## src/rtl/lsu_pkg.sv

```systemverilog
// -----------------------------------------------------------------------------
// lsu_pkg
// Shared definitions for the RV32I load/store unit:
//   - access-size encodings (RV32I funct3 values)
//   - FSM state type
//   - request legality check and word-address helper
// -----------------------------------------------------------------------------
package lsu_pkg;

  // Access sizes, encoded exactly as the RV32I funct3 field.
  localparam logic [2:0] LDST_B  = 3'd0;
  localparam logic [2:0] LDST_H  = 3'd1;
  localparam logic [2:0] LDST_W  = 3'd2;
  localparam logic [2:0] LDST_BU = 3'd4;
  localparam logic [2:0] LDST_HU = 3'd5;

  typedef enum logic [1:0] {
    IDLE      = 2'd0,
    LOAD_RESP = 2'd1,
    RMW_WRITE = 2'd2
  } lsu_state_t;

  // A request is legal when the size code exists, the address is naturally
  // aligned for that size, and unsigned sizes are only used by loads.
  function automatic logic req_legal(input logic       we,
                                     input logic [2:0] size,
                                     input logic [1:0] off);
    logic ok;
    case (size)
      LDST_B:  ok = 1'b1;
      LDST_BU: ok = !we;
      LDST_H:  ok = !off[0];
      LDST_HU: ok = !we && !off[0];
      LDST_W:  ok = (off == 2'b00);
      default: ok = 1'b0;
    endcase
    return ok;
  endfunction

  // The data memory is word-organised; the low two address bits never leave
  // the LSU.
  function automatic logic [31:0] word_addr(input logic [31:0] addr);
    return {addr[31:2], 2'b00};
  endfunction

endpackage

```

## src/rtl/lsu_byte_lane.sv

```systemverilog
// -----------------------------------------------------------------------------
// lsu_byte_lane
// Purely combinational byte-lane steering shared by the load and RMW paths.
//   rdata_i  word returned by the data memory
//   off_i    byte offset within the word (addr[1:0])
//   size_i   access size (funct3 encoding)
//   wd_i     store data, LSB-aligned
//   ext_o    selected byte/halfword, sign- or zero-extended (whole word for W)
//   merge_o  rdata_i with the addressed lane replaced by store data
// -----------------------------------------------------------------------------
module lsu_byte_lane
  import lsu_pkg::*;
(
  input  logic [31:0] rdata_i,
  input  logic [1:0]  off_i,
  input  logic [2:0]  size_i,
  input  logic [31:0] wd_i,
  output logic [31:0] ext_o,
  output logic [31:0] merge_o
);

  logic [7:0]  byte_sel;
  logic [15:0] half_sel;

  // Lane selection.
  always_comb begin
    // NOTE: every combinational output gets a default before the case so no
    // path leaves it unassigned, which would otherwise infer a latch.
    byte_sel = rdata_i[7:0];
    case (off_i)
      2'd0: byte_sel = rdata_i[7:0];
      2'd1: byte_sel = rdata_i[15:8];
      2'd2: byte_sel = rdata_i[23:16];
      2'd3: byte_sel = rdata_i[31:24];
      default: byte_sel = rdata_i[7:0];
    endcase
    // Halfwords are aligned, so only off_i[1] picks the half.
    half_sel = off_i[1] ? rdata_i[31:16] : rdata_i[15:0];
  end

  // Load extraction.
  always_comb begin
    ext_o = rdata_i;
    case (size_i)
      LDST_B:  ext_o = {{24{byte_sel[7]}}, byte_sel};
      LDST_BU: ext_o = {24'h0, byte_sel};
      LDST_H:  ext_o = {{16{half_sel[15]}}, half_sel};
      LDST_HU: ext_o = {16'h0, half_sel};
      default: ext_o = rdata_i;
    endcase
  end

  // Store merge: keep the memory word and overwrite only the addressed lane.
  always_comb begin
    merge_o = rdata_i;
    case (size_i)
      LDST_B: begin
        case (off_i)
          2'd0: merge_o[7:0]   = wd_i[7:0];
          2'd1: merge_o[15:8]  = wd_i[7:0];
          2'd2: merge_o[23:16] = wd_i[7:0];
          2'd3: merge_o[31:24] = wd_i[7:0];
          default: merge_o = rdata_i;
        endcase
      end
      LDST_H: begin
        if (off_i[1]) merge_o[31:16] = wd_i[15:0];
        else          merge_o[15:0]  = wd_i[15:0];
      end
      default: merge_o = wd_i;
    endcase
  end

endmodule

```

## src/rtl/riscv_lsu.sv

```systemverilog
// -----------------------------------------------------------------------------
// riscv_lsu
// RV32I load/store unit driving a word-wide data memory with one-cycle
// synchronous read latency and no byte enables.
//   Core side : core_req_i/core_we_i/core_size_i/core_addr_i/core_wd_i in,
//               core_rd_o (extended load data), core_stall_o, core_err_o out.
//   Memory    : mem_req_o/mem_we_o/mem_addr_o/mem_wd_o out, mem_rd_i in.
// Loads take two cycles (request, response). Word stores take one cycle.
// Byte/halfword stores read the word, then write it back with the lane
// replaced (read-modify-write), stalling the core during the read cycle.
// Illegal requests (bad size, misalignment, unsigned store) pulse core_err_o
// and never reach memory.
// -----------------------------------------------------------------------------
module riscv_lsu
  import lsu_pkg::*;
#(
  parameter int unsigned MEM_LATENCY = 1
) (
  input  logic        clk_i,
  input  logic        rst_ni,
  input  logic        core_req_i,
  input  logic        core_we_i,
  input  logic [2:0]  core_size_i,
  input  logic [31:0] core_addr_i,
  input  logic [31:0] core_wd_i,
  output logic [31:0] core_rd_o,
  output logic        core_stall_o,
  output logic        core_err_o,
  output logic        mem_req_o,
  output logic        mem_we_o,
  output logic [31:0] mem_addr_o,
  output logic [31:0] mem_wd_o,
  input  logic [31:0] mem_rd_i
);

  // The response timing below assumes read data arrives exactly one cycle
  // after the request.
  if (MEM_LATENCY != 1) begin : g_latency_check
    $error("riscv_lsu: only MEM_LATENCY=1 is supported");
  end

  lsu_state_t  state_q, state_d;
  logic [1:0]  off_q,   off_d;
  logic [2:0]  size_q,  size_d;
  logic [31:0] wd_q,    wd_d;
  logic [31:0] addr_q,  addr_d;

  logic        req_ok;
  logic [31:0] lane_ext;
  logic [31:0] lane_merge;

  // One lane unit serves both paths: LOAD_RESP uses the extraction, RMW_WRITE
  // uses the merge, and both work from the latched offset/size.
  lsu_byte_lane u_byte_lane (
    .rdata_i (mem_rd_i),
    .off_i   (off_q),
    .size_i  (size_q),
    .wd_i    (wd_q),
    .ext_o   (lane_ext),
    .merge_o (lane_merge)
  );

  assign req_ok = req_legal(core_we_i, core_size_i, core_addr_i[1:0]);

  // Next-state and output logic.
  always_comb begin
    state_d      = state_q;
    off_d        = off_q;
    size_d       = size_q;
    wd_d         = wd_q;
    addr_d       = addr_q;
    core_rd_o    = '0;
    core_stall_o = 1'b0;
    core_err_o   = 1'b0;
    mem_req_o    = 1'b0;
    mem_we_o     = 1'b0;
    mem_addr_o   = '0;
    mem_wd_o     = '0;

    // While reset is asserted every output stays at zero, even if the core
    // keeps presenting a request.
    if (rst_ni) begin
      case (state_q)
        IDLE: begin
          if (core_req_i) begin
            if (!req_ok) begin
              core_err_o = 1'b1;
            end else begin
              mem_req_o  = 1'b1;
              mem_addr_o = word_addr(core_addr_i);
              if (core_we_i && (core_size_i == LDST_W)) begin
                // Full-word store needs no read; commit in this cycle.
                mem_we_o = 1'b1;
                mem_wd_o = core_wd_i;
              end else begin
                // Load, or the read half of a sub-word store.
                core_stall_o = 1'b1;
                off_d        = core_addr_i[1:0];
                size_d       = core_size_i;
                addr_d       = word_addr(core_addr_i);
                if (core_we_i) begin
                  wd_d    = core_wd_i;
                  state_d = RMW_WRITE;
                end else begin
                  state_d = LOAD_RESP;
                end
              end
            end
          end
        end

        LOAD_RESP: begin
          core_rd_o = lane_ext;
          state_d   = IDLE;
        end

        RMW_WRITE: begin
          // Address comes from the latched copy so the write goes to the
          // word that was read even if the core has moved on.
          mem_req_o  = 1'b1;
          mem_we_o   = 1'b1;
          mem_addr_o = addr_q;
          mem_wd_o   = lane_merge;
          state_d    = IDLE;
        end

        default: state_d = IDLE;
      endcase
    end
  end

  // State and request latches.
  always_ff @(posedge clk_i or negedge rst_ni) begin
    if (!rst_ni) begin
      state_q <= IDLE;
      off_q   <= '0;
      size_q  <= '0;
      wd_q    <= '0;
      addr_q  <= '0;
    end else begin
      // NOTE: sequential state uses non-blocking assignments so every
      // register samples its pre-edge value, independent of statement order.
      state_q <= state_d;
      off_q   <= off_d;
      size_q  <= size_d;
      wd_q    <= wd_d;
      addr_q  <= addr_d;
    end
  end

endmodule

```

## config.mk

```make
export PLATFORM = sky130hd
export DESIGN_NAME = riscv_lsu
export DESIGN_NICKNAME = d
export VERILOG_FILES = /design/src/rtl/lsu_pkg.sv /design/src/rtl/lsu_byte_lane.sv /design/src/rtl/riscv_lsu.sv
export SDC_FILE = /design/constraint.sdc
export NUM_CORES = 1
export LEC_CHECK = 0
export BUFFER_PORTS_ARGS = -buffer_cell sky130_fd_sc_hd__buf_2
export CORE_MARGIN = 3
export CORE_UTILIZATION = 40
export DETAILED_ROUTE_END_ITERATION = 10
export GPL_ROUTABILITY_DRIVEN = 0
export PLACE_DENSITY = 0.7
export SLEW_MARGIN = 20
export SYNTH_ARGS = -nofsm -noshare
export SYNTH_HDL_FRONTEND = slang
export SYNTH_HIERARCHICAL = 1
export SYNTH_SLANG_ARGS = --single-unit
```

## constraint.sdc

```tcl
create_clock -name clk_i -period 1.6 [get_ports clk_i]
set_input_delay 0 -clock clk_i [delete_from_list [all_inputs] [get_ports clk_i]]
set_output_delay 0 -clock clk_i [all_outputs]
set_load 0.01 [all_outputs]
```

==> flow_metrics.env, run 1 <==
export IMPL_violations="hold timing, setup timing"
export IMPL_slew_viol_final=0
export IMPL_drive_gt1_frac=0.570
export IMPL_drtIter0Drc=535
export IMPL_grt_max_degree=70
export IMPL_status="finished with violations"
export IMPL_totalWireLength_mm=23.9
export IMPL_min_period_ns=2.08
export IMPL_relSlewSlack=0.416
export IMPL_areaGrowthSynthToFinish_pct=69.9
export IMPL_num_antenna_cells=0
export IMPL_worst_slew_pin_slew_ns=0.876
export IMPL_wl_per_cell_um=23.0
export IMPL_holdCritPathClass="input port to async pin"
export IMPL_numCtsBuffers=9
export IMPL_cap_violations=0
export IMPL_most_common_layout_cells="buf_2, dfrtp_1, dlygate4sd3_1"
export IMPL_vias=6217
export IMPL_dpl_worst_slack_ns=-0.201
export IMPL_grt_pass1_vias=6062
export IMPL_timing_fmax_mhz=481
export IMPL_fin_ws_ns=-0.478
export IMPL_synth_distinct_cells=47
export IMPL_clock_latency_ns=0.33
export IMPL_p_total_mw=9.44
export IMPL_ios=203
export IMPL_antenna_found_initial=0
export IMPL_path_max_fanout=8
export IMPL_worstPathRequired_ns=1.60
export IMPL_coreArea_um2=12800
export IMPL_synth_area_um2=5340
export IMPL_post_route_drc_count=0
export IMPL_ys_ff_latch=69
export IMPL_irDropWorstVdd_v=0.000516
export IMPL_crit_path_start_kind="flop"
export IMPL_ctsHtreeMaxLevel=3
export IMPL_cp_startpoint="size_q[0]$_DFFE_PN0P_"
export IMPL_seq_area_frac_synth=0.323
export IMPL_grt_pass1_wl_mm=33.7
export IMPL_ys_top_cells_by_area="dfrtp_1, mux2_4, a22o_1, a221o_1, nand2_1"
export IMPL_cts_buffer_depth=2
export IMPL_dpl_hpwl_mm=13.9
export IMPL_start_util=0.416
export IMPL_placedCellCount=914
export IMPL_nets=965
export IMPL_power_per_cell_area_nw_per_um2=1040
export IMPL_synth_cells=547
export IMPL_grt_use_total=0.294
export IMPL_final_common_cell="buf_2"
export IMPL_die_w_um=122
export IMPL_leakagePower_nw=4.45
export IMPL_fin_crit_sh=1.30
export IMPL_crit_type="flop to output port"
export IMPL_rows=41
export IMPL_setup_viol=163
export IMPL_hold_viol_final=63
export IMPL_cts_tree="yes"
export IMPL_synth_top_area_share=0.323
export IMPL_gr_total_overflow=0
export IMPL_rsz0062_at_grt="true"
export IMPL_finalClockSkew_ns=0.00699
export IMPL_critPathArrivalTime_ns=2.08
export IMPL_endpoint_kind="output port"
export IMPL_cts_root_buf="clkbuf_16"
export IMPL_fin_cells=1039
export IMPL_cts_sinks=69
export IMPL_final_util=0.707
export IMPL_clk_pin_slew_worst_paths_ns=0.06
export IMPL_vias_per_cell=5.98
export IMPL_drt_antenna_violating_nets=0
export IMPL_dieArea_um2=14800
export IMPL_yosys_warnings=6
export IMPL_r2r_start="state_q[1]$_DFFE_PN0P_"
export IMPL_hold_ws_ns=-0.0291
export IMPL_yosysTopAreaCell="dfrtp_1"
export IMPL_io_buffer_count=200
export IMPL_die_h_um=122
export IMPL_drt_first_pass_iters=5
export IMPL_synth_area_per_cell_um2=9.76
## critical path: stages, from the launching register on
cell       delay, ns
dfrtp_2         0.46
buf_6           0.15
nor3_4          0.20
buf_6           0.16
buf_4           0.13
buf_6           0.09
a2bb2oi_4       0.07
clkbuf_16       0.17
nand2_1         0.05
and2_1          0.13
buf_2           0.14
## report_power, final
part	internal, mW	switching (mW)
clock network	1.14	0.759
registers	2.27	0.566
logic	2.61	2.09
total	6.02	3.42
## final timing paths
check                                               to  slack [ns]  cells past startpoint
min in group clk_i                off_q[1]$_DFFE_PN0P_        0.07                      2
worst max register to register    wd_q[20]$_DFFE_PN0P_       -0.22                      6
max in group asynchronous        size_q[0]$_DFFE_PN0P_        1.00                      2
worst min register to register    wd_q[16]$_DFFE_PN0P_        0.51                      1
worst max-delay path                     core_rd_o[24]       -0.48                     10
worst min-delay path            addr_q[12]$_DFFE_PN0P_       -0.03                      2
## cell type report
type | count | area, um^2
clock buffer | 12 | 256
clock inverter | 4 | 32.5
fill | 890 | 3750
inverter | 5 | 30.0
multi-input combinational | 422 | 3860
sequential | 69 | 1730
tap | 172 | 215
timing repair buffer | 355 | 2940
## cells by family (layout without fill, tap and decap cells)
group / count (synthesis) / in the layout / synth area share
buf+inv: 58 / 376 / 0.0562
flops: 69 / 69 / 0.323
simple gates: 202 / 203 / 0.196
compound gates: 133 / 133 / 0.207
other cells: 1 / 2 / 0.000702
mux: 84 / 84 / 0.216
## layer usage
| layer | vias up | global-route usage | routed length (um) |
|---|---|---|---|
| li1 | 2669 | - | - |
| met1 | 2977 | 0.355 | 8770 |
| met2 | 482 | 0.502 | 11500 |
| met3 | 89 | 0.0650 | 2540 |
| met4 | 0 | 0.130 | 1150 |
| met5 | - | 0 | 0 |
## synth_stat cells, drive strengths merged
master and instances:
o21ai 34, or3b 3, a21oi 3, o311ai 1, nand4 8, nand2 78, a221o 31, dfrtp 69
and3 9, mux2 75, and2 33, nor3 2, mux2i 8, nand2b 5, a21o 1, and4bb 1
o22ai 1, nor2b 13, nand4bb 2, buf 22, nor2 11, nor4 3, o2111ai 2, a22o 48
clkbuf 31, a2bb2oi 1, inv 5, a221oi 1, o21a 1, o211ai 9, mux4 1, nand3 31
nor4bb 1, conb 1, or2 2
## repair_timing
| action | 4_1_cts | 5_1_grt |
|---|---|---|
| cloned | 11 | 7 |
| gates resized for setup | 131 | 102 |
| hold buffers | 64 | 0 |
| endpoints found under the hold margin | 64 | 0 |
| setup endpoints to repair | 103 | 165 |
| setup buffers | 18 | 17 |
| pin swaps | 34 | 27 |
## metrics by stage
| step | TNS [ns] | cell area (um^2) |
|---|---|---|
| after CTS | -43.74 | 8580 |
| after detailed placement | -2.91 | 6810 |
| final | -43.19 | 9070 |
| after global placement | -1.81 | 6810 |
| after floorplan | -0.404 | 5390 |
| after global routing | -52.51 | 9070 |
## flip-flops by register name, indices dropped and copies added (netlist names)
signal,cells
off_q,2
size_q,3
wd_q,32
addr_q,30
state_q,2
No activity file was read; power rests on OpenSTA's default activity.
==> inputs of run 2 (changes only) <==
- SETUP_SLACK_MARGIN: unset -> 0.05
==> flow_metrics.env, run 2 (same netlist as run 1, synthesis figures left out) <==
export IMPL_setup_tns_ns=-38.55
export IMPL_io_buffer_count=200
export IMPL_top_usage_layer="met2"
export IMPL_multi_input_area_um2=4040
export IMPL_r2r_start="state_q[1]$_DFFE_PN0P_"
export IMPL_grt_pass1_vias=6307
export IMPL_cts_root_buf="clkbuf_16"
export IMPL_crit_type="flop to output port"
export IMPL_start_util=0.416
export IMPL_fin_crit_sh=1.28
export IMPL_met2_usage=0.538
export IMPL_final_common_cell="buf_2"
export IMPL_fin_area_um2=9280
export IMPL_setup_viol=163
export IMPL_cp_startpoint="off_q[1]$_DFFE_PN0P_"
export IMPL_dpl_worst_slack_ns=-0.201
export IMPL_power_per_cell_area_nw_per_um2=1050
export IMPL_reg_top3="wd_q x32, addr_q x30, size_q x3"
export IMPL_crit_top_cell="and2_4"
export IMPL_rsz0062_at_grt="true"
export IMPL_ctsHtreeMaxLevel=3
export IMPL_crit_end="core_rd_o[8]"
export IMPL_largest_reg_flops=32
export IMPL_coreArea_um2=12800
export IMPL_gr_total_overflow=0
export IMPL_vias=6132
export IMPL_largest_register="wd_q"
export IMPL_vias_per_cell=5.90
export IMPL_worstPathRequired_ns=1.60
export IMPL_violations="setup timing"
export IMPL_numCtsBuffers=9
export IMPL_grt_use_met1=0.356
export IMPL_die_w_um=122
export IMPL_r2r_slack_ns=-0.21
export IMPL_cpPeakStageDelay_ns=0.54
export IMPL_nets=966
export IMPL_num_antenna_cells=0
export IMPL_min_period_ns=2.05
export IMPL_ios=203
export IMPL_rr_worst_depth=6
export IMPL_cpMaxStageDelayCell="mux4_2"
export IMPL_post_route_drc_count=0
export IMPL_slew_viol_final=0
export IMPL_use_met3=0.0747
export IMPL_drive_gt1_frac=0.588
export IMPL_critPathArrivalTime_ns=2.05
export IMPL_wl_per_cell_um=23.4
export IMPL_status="finished with violations"
export IMPL_fin_cells=1040
export IMPL_placed_cell_area_um2=6840
export IMPL_irDropWorstVdd_v=0.000494
export IMPL_dieArea_um2=14800
export IMPL_fin_ws_ns=-0.448
export IMPL_drt_antenna_violating_nets=0
export IMPL_clk_pin_slew_worst_paths_ns=0.07
export IMPL_dpl_hpwl_mm=13.9
export IMPL_reg2reg_to="addr_q[11]$_DFFE_PN0P_"
export IMPL_cts_sinks=69
export IMPL_areaGrowthSynthToFinish_pct=73.8
export IMPL_hold_ws_ns=0.0191
export IMPL_drt_first_pass_iters=5
export IMPL_most_common_layout_cells="buf_2, dfrtp_1, dlygate4sd3_1"
export IMPL_rows=41
export IMPL_clock_latency_ns=0.35
export IMPL_timing_fmax_mhz=488
export IMPL_drtIter0Drc=564
export IMPL_endpoint_kind="output port"
export IMPL_crit_path_start_kind="flop"
export IMPL_finalClockSkew_ns=0.00839
export IMPL_antenna_found_initial=0
export IMPL_worst_slew_pin_slew_ns=0.894
export IMPL_hold_viol_final=0
export IMPL_crit_chain="mux4_2, and2_4, a221o_1, and2_4, buf_6"
export IMPL_path_max_fanout=8
export IMPL_cap_violations=0
export IMPL_die_h_um=122
export IMPL_seq_area_um2=1730
export IMPL_holdCritPathClass="input port to flop"
export IMPL_relSlewSlack=0.404
export IMPL_leakagePower_nw=4.56
export IMPL_grt_max_degree=68
export IMPL_placedCellCount=916
export IMPL_n_fill_cell=855
export IMPL_grt_pass1_wl_mm=35.1
export IMPL_grt_use_total=0.308
export IMPL_cts_tree="yes"
export IMPL_cts_buffer_depth=2
export IMPL_totalWireLength_mm=24.3
==> run 2: cell types whose count changed in the layout (fill, tap and decap cells not counted), moves of 5 or more <==
cell	delta
and2_1	+9
and2_4	-9
buf_12	+8
buf_2	+6
buf_6	-12
clkbuf_16	-5
nand2_2	-5
nand2_4	+9
nand3_1	-25
nand3_2	+13
nand3_4	+12
==> run 2: worst max-delay path, delay by kind of cell, from the launching register on <==
kind	cells	cell delay [ns]
AOI/OAI and AO/OA	1	0.28
buffers and inverters	1	0.11
DFF	1	0.44
muxes	1	0.54
and+or+nand+nor	2	0.34
==> run 2: worst min-delay path by stage <==
stage	start	end	slack, ns	cells past startpoint
floorplan	rst_ni	addr_q[10]$_DFFE_PN0P_	-0.30	0
global placement	rst_ni	state_q[1]$_DFFE_PN0P_	-0.17	1
detailed placement	rst_ni	state_q[1]$_DFFE_PN0P_	-0.16	1
CTS	core_size_i[0]	size_q[0]$_DFFE_PN0P_	0.02	2
global route	core_size_i[0]	size_q[0]$_DFFE_PN0P_	0.03	2
finish	core_size_i[0]	size_q[0]$_DFFE_PN0P_	0.02	2
==> run 2: what timing repair did <==
| item | in CTS | in global routing |
|---|---|---|
| endpoints found under the hold margin | 67 | 0 |
| setup buffers | 29 | 13 |
| setup endpoints to repair | 156 | 164 |
| cloned | 16 | 0 |
| pin swaps | 43 | 38 |
| hold buffers | 65 | 0 |
| resized for setup | 154 | 106 |
==> run 2: power breakdown <==
group	internal, mW	switching (mW)	total [mW]
clock	1.45	0.822	2.27
sequential	2.27	0.616	2.89
combinational	2.54	2.03	4.57
==> run 2: routing by layer <==
| layer | share of wire | vias to the layer above |
|---|---|---|
| met5 | 0 | - |
| met2 | 0.49 | 398 |
| met4 | 0.044 | 0 |
| met3 | 0.094 | 80 |
| met1 | 0.37 | 2990 |
| li1 | - | 2664 |
==> run 2: area by class of cell <==
type,count,area share
Multi-Input combinational cell,421,0.436
Timing Repair Buffer,357,0.315
Sequential cell,69,0.187
Clock buffer,11,0.0272
Tap cell,172,0.0232
Clock inverter,5,0.00890
Inverter,5,0.00391
==> run 2: metrics by stage <==
stage,power [mW],utilization
floorplan,4.98,-
global placement,6.10,0.533
detailed placement,6.21,0.533
CTS,9.35,0.700
global route,10.1,0.724
finish,9.73,0.724
==> inputs of run 3 (changes only) <==
- REMOVE_ABC_BUFFERS: unset -> 1
==> flow_metrics.env, run 3 (same netlist as run 1, synthesis figures left out) <==
export IMPL_irDropWorstVdd_v=0.000534
export IMPL_p_sw_mw=3.42
export IMPL_drtIter0Drc=591
export IMPL_crit_path_start_kind="flop"
export IMPL_totalWireLength_mm=24.5
export IMPL_num_antenna_cells=0
export IMPL_p_comb_frac=0.510
export IMPL_ios=203
export IMPL_crit_chain="mux4_2, buf_6, a2bb2oi_4, buf_6, nand2_2, and2_4, buf_2"
export IMPL_grt_pass1_vias=6368
export IMPL_crit_top_cell="buf_6"
export IMPL_slew_viol_final=0
export IMPL_power_per_cell_area_nw_per_um2=1020
export IMPL_vias=6236
export IMPL_vias_per_cell=5.98
export IMPL_wl_per_cell_um=23.5
export IMPL_drt_first_pass_iters=5
export IMPL_largest_reg_flops=32
export IMPL_drt_antenna_violating_nets=0
export IMPL_cts_buffer_depth=2
export IMPL_cts_tree="yes"
export IMPL_p_seq_frac=0.296
export IMPL_start_util=0.416
export IMPL_most_common_layout_cells="buf_2, dfrtp_1, dlygate4sd3_1"
export IMPL_worst_slew_pin_slew_ns=0.925
export IMPL_worstPathRequired_ns=1.60
export IMPL_numCtsBuffers=9
export IMPL_die_w_um=122
export IMPL_critPathArrivalTime_ns=2.11
export IMPL_crit_type="flop to output port"
export IMPL_largest_register="wd_q"
export IMPL_cap_violations=0
export IMPL_timing_fmax_mhz=473
export IMPL_areaGrowthSynthToFinish_pct=73.2
export IMPL_post_route_drc_count=0
export IMPL_setup_tns_ns=-46.66
export IMPL_relSlewSlack=0.383
export IMPL_clock_latency_ns=0.34
export IMPL_gr_total_overflow=0
export IMPL_dpl_worst_slack_ns=-0.343
export IMPL_finalClockSkew_ns=0.00671
export IMPL_coreArea_um2=12800
export IMPL_min_period_ns=2.11
export IMPL_die_h_um=122
export IMPL_cts_root_buf="clkbuf_16"
export IMPL_setup_viol=163
export IMPL_rsz0062_at_grt="true"
export IMPL_fin_ws_ns=-0.515
export IMPL_p_total_mw=9.45
export IMPL_violations="setup timing"
export IMPL_status="finished with violations"
export IMPL_grt_max_degree=71
export IMPL_fin_cells=1042
export IMPL_nets=969
export IMPL_path_max_fanout=6
export IMPL_grt_use_total=0.307
export IMPL_cts_sinks=69
export IMPL_p_int_mw=6.03
export IMPL_switching_share=0.362
export IMPL_reg_top3="wd_q x32, addr_q x30, size_q x3"
export IMPL_final_util=0.721
export IMPL_leakagePower_nw=4.56
export IMPL_final_common_cell="buf_2"
export IMPL_hold_viol_final=0
export IMPL_clkPwrFrac=0.194
export IMPL_io_buffer_count=200
export IMPL_holdCritPathClass="input port to async pin"
export IMPL_cpPeakStageDelay_ns=0.55
export IMPL_dpl_hpwl_mm=13.6
export IMPL_endpoint_kind="output port"
export IMPL_fin_crit_sh=1.32
export IMPL_antenna_found_initial=0
export IMPL_rr_worst_depth=6
export IMPL_rows=41
export IMPL_clk_pin_slew_worst_paths_ns=0.05
export IMPL_drive_gt1_frac=0.590
export IMPL_cpMaxStageDelayCell="mux4_2"
export IMPL_dieArea_um2=14800
export IMPL_placedCellCount=923
export IMPL_ctsHtreeMaxLevel=3
export IMPL_grt_pass1_wl_mm=35.1
-- run 3: timing repair --
| item | in CTS | in global routing |
|---|---|---|
| pin swaps | 38 | 31 |
| setup buffers | 29 | 7 |
| cloned | 16 | 2 |
| hold buffers | 64 | 0 |
| setup endpoints to repair | 164 | 165 |
| endpoints found under the hold margin | 65 | 0 |
| gates resized for setup | 175 | 106 |
-- run 3: per-stage QoR --
step           cell area, um^2  hold slack (ns)
6_report                  9250           0.0238
5_1_grt                   9250           0.0530
4_1_cts                   8880           0.0239
3_5_place_dp              6840           -0.178
3_3_place_gp              6840           -0.178
2_1_floorplan             5060           -0.296
-- run 3: power groups by stage --
| stage | sequential (mW) | clock, mW | combinational [mW] |
|---|---|---|---|
| 3_3_place_gp | 2.68 | 0 | 3.43 |
| 6_report | 2.80 | 1.84 | 4.81 |
| 4_1_cts | 2.70 | 1.83 | 4.31 |
| 2_1_floorplan | 2.67 | 0 | 2.11 |
| 3_5_place_dp | 2.70 | 0 | 3.52 |
| 5_1_grt | 2.84 | 1.92 | 5.06 |
-- run 3: worst max-delay path, delay by kind of cell (launching register included) --
kind	cells	cell delay, ns
and+or+nand+nor	2	0.19
buffers and inverters	3	0.45
muxes	1	0.55
AOI/OAI and AO/OA	1	0.19
DFF	1	0.40
-- run 3: worst paths after layout --
path	from	end	slack [ns]
worst min-delay path	rst_ni	wd_q[16]$_DFFE_PN0P_	0.02
max in group asynchronous	rst_ni	state_q[1]$_DFFE_PN0P_	0.94
worst max register to register	state_q[1]$_DFFE_PN0P_	wd_q[14]$_DFFE_PN0P_	-0.24
worst min register to register	wd_q[23]$_DFFE_PN0P_	wd_q[23]$_DFFE_PN0P_	0.51
min in group clk_i	core_addr_i[1]	off_q[1]$_DFFE_PN0P_	0.04
worst max-delay path	off_q[1]$_DFFE_PN0P_	core_rd_o[20]	-0.51
-- run 3: routing by layer --
layer	part of all wire	global-route usage	wire length [um]
met5	0	0	0
met4	0.043	0.131	1050
met3	0.085	0.0636	2080
met2	0.50	0.551	12300
met1	0.37	0.354	9080
-- run 3: area by class of cell --
class	instances	area, um^2
multi-input cells	421	3950
clock inverters	2	10.0
well taps	172	215
flip-flops and latches	69	1730
clock buffers	13	250
inverters	5	33.8
fillers	856	3580
repair buffers	360	3060
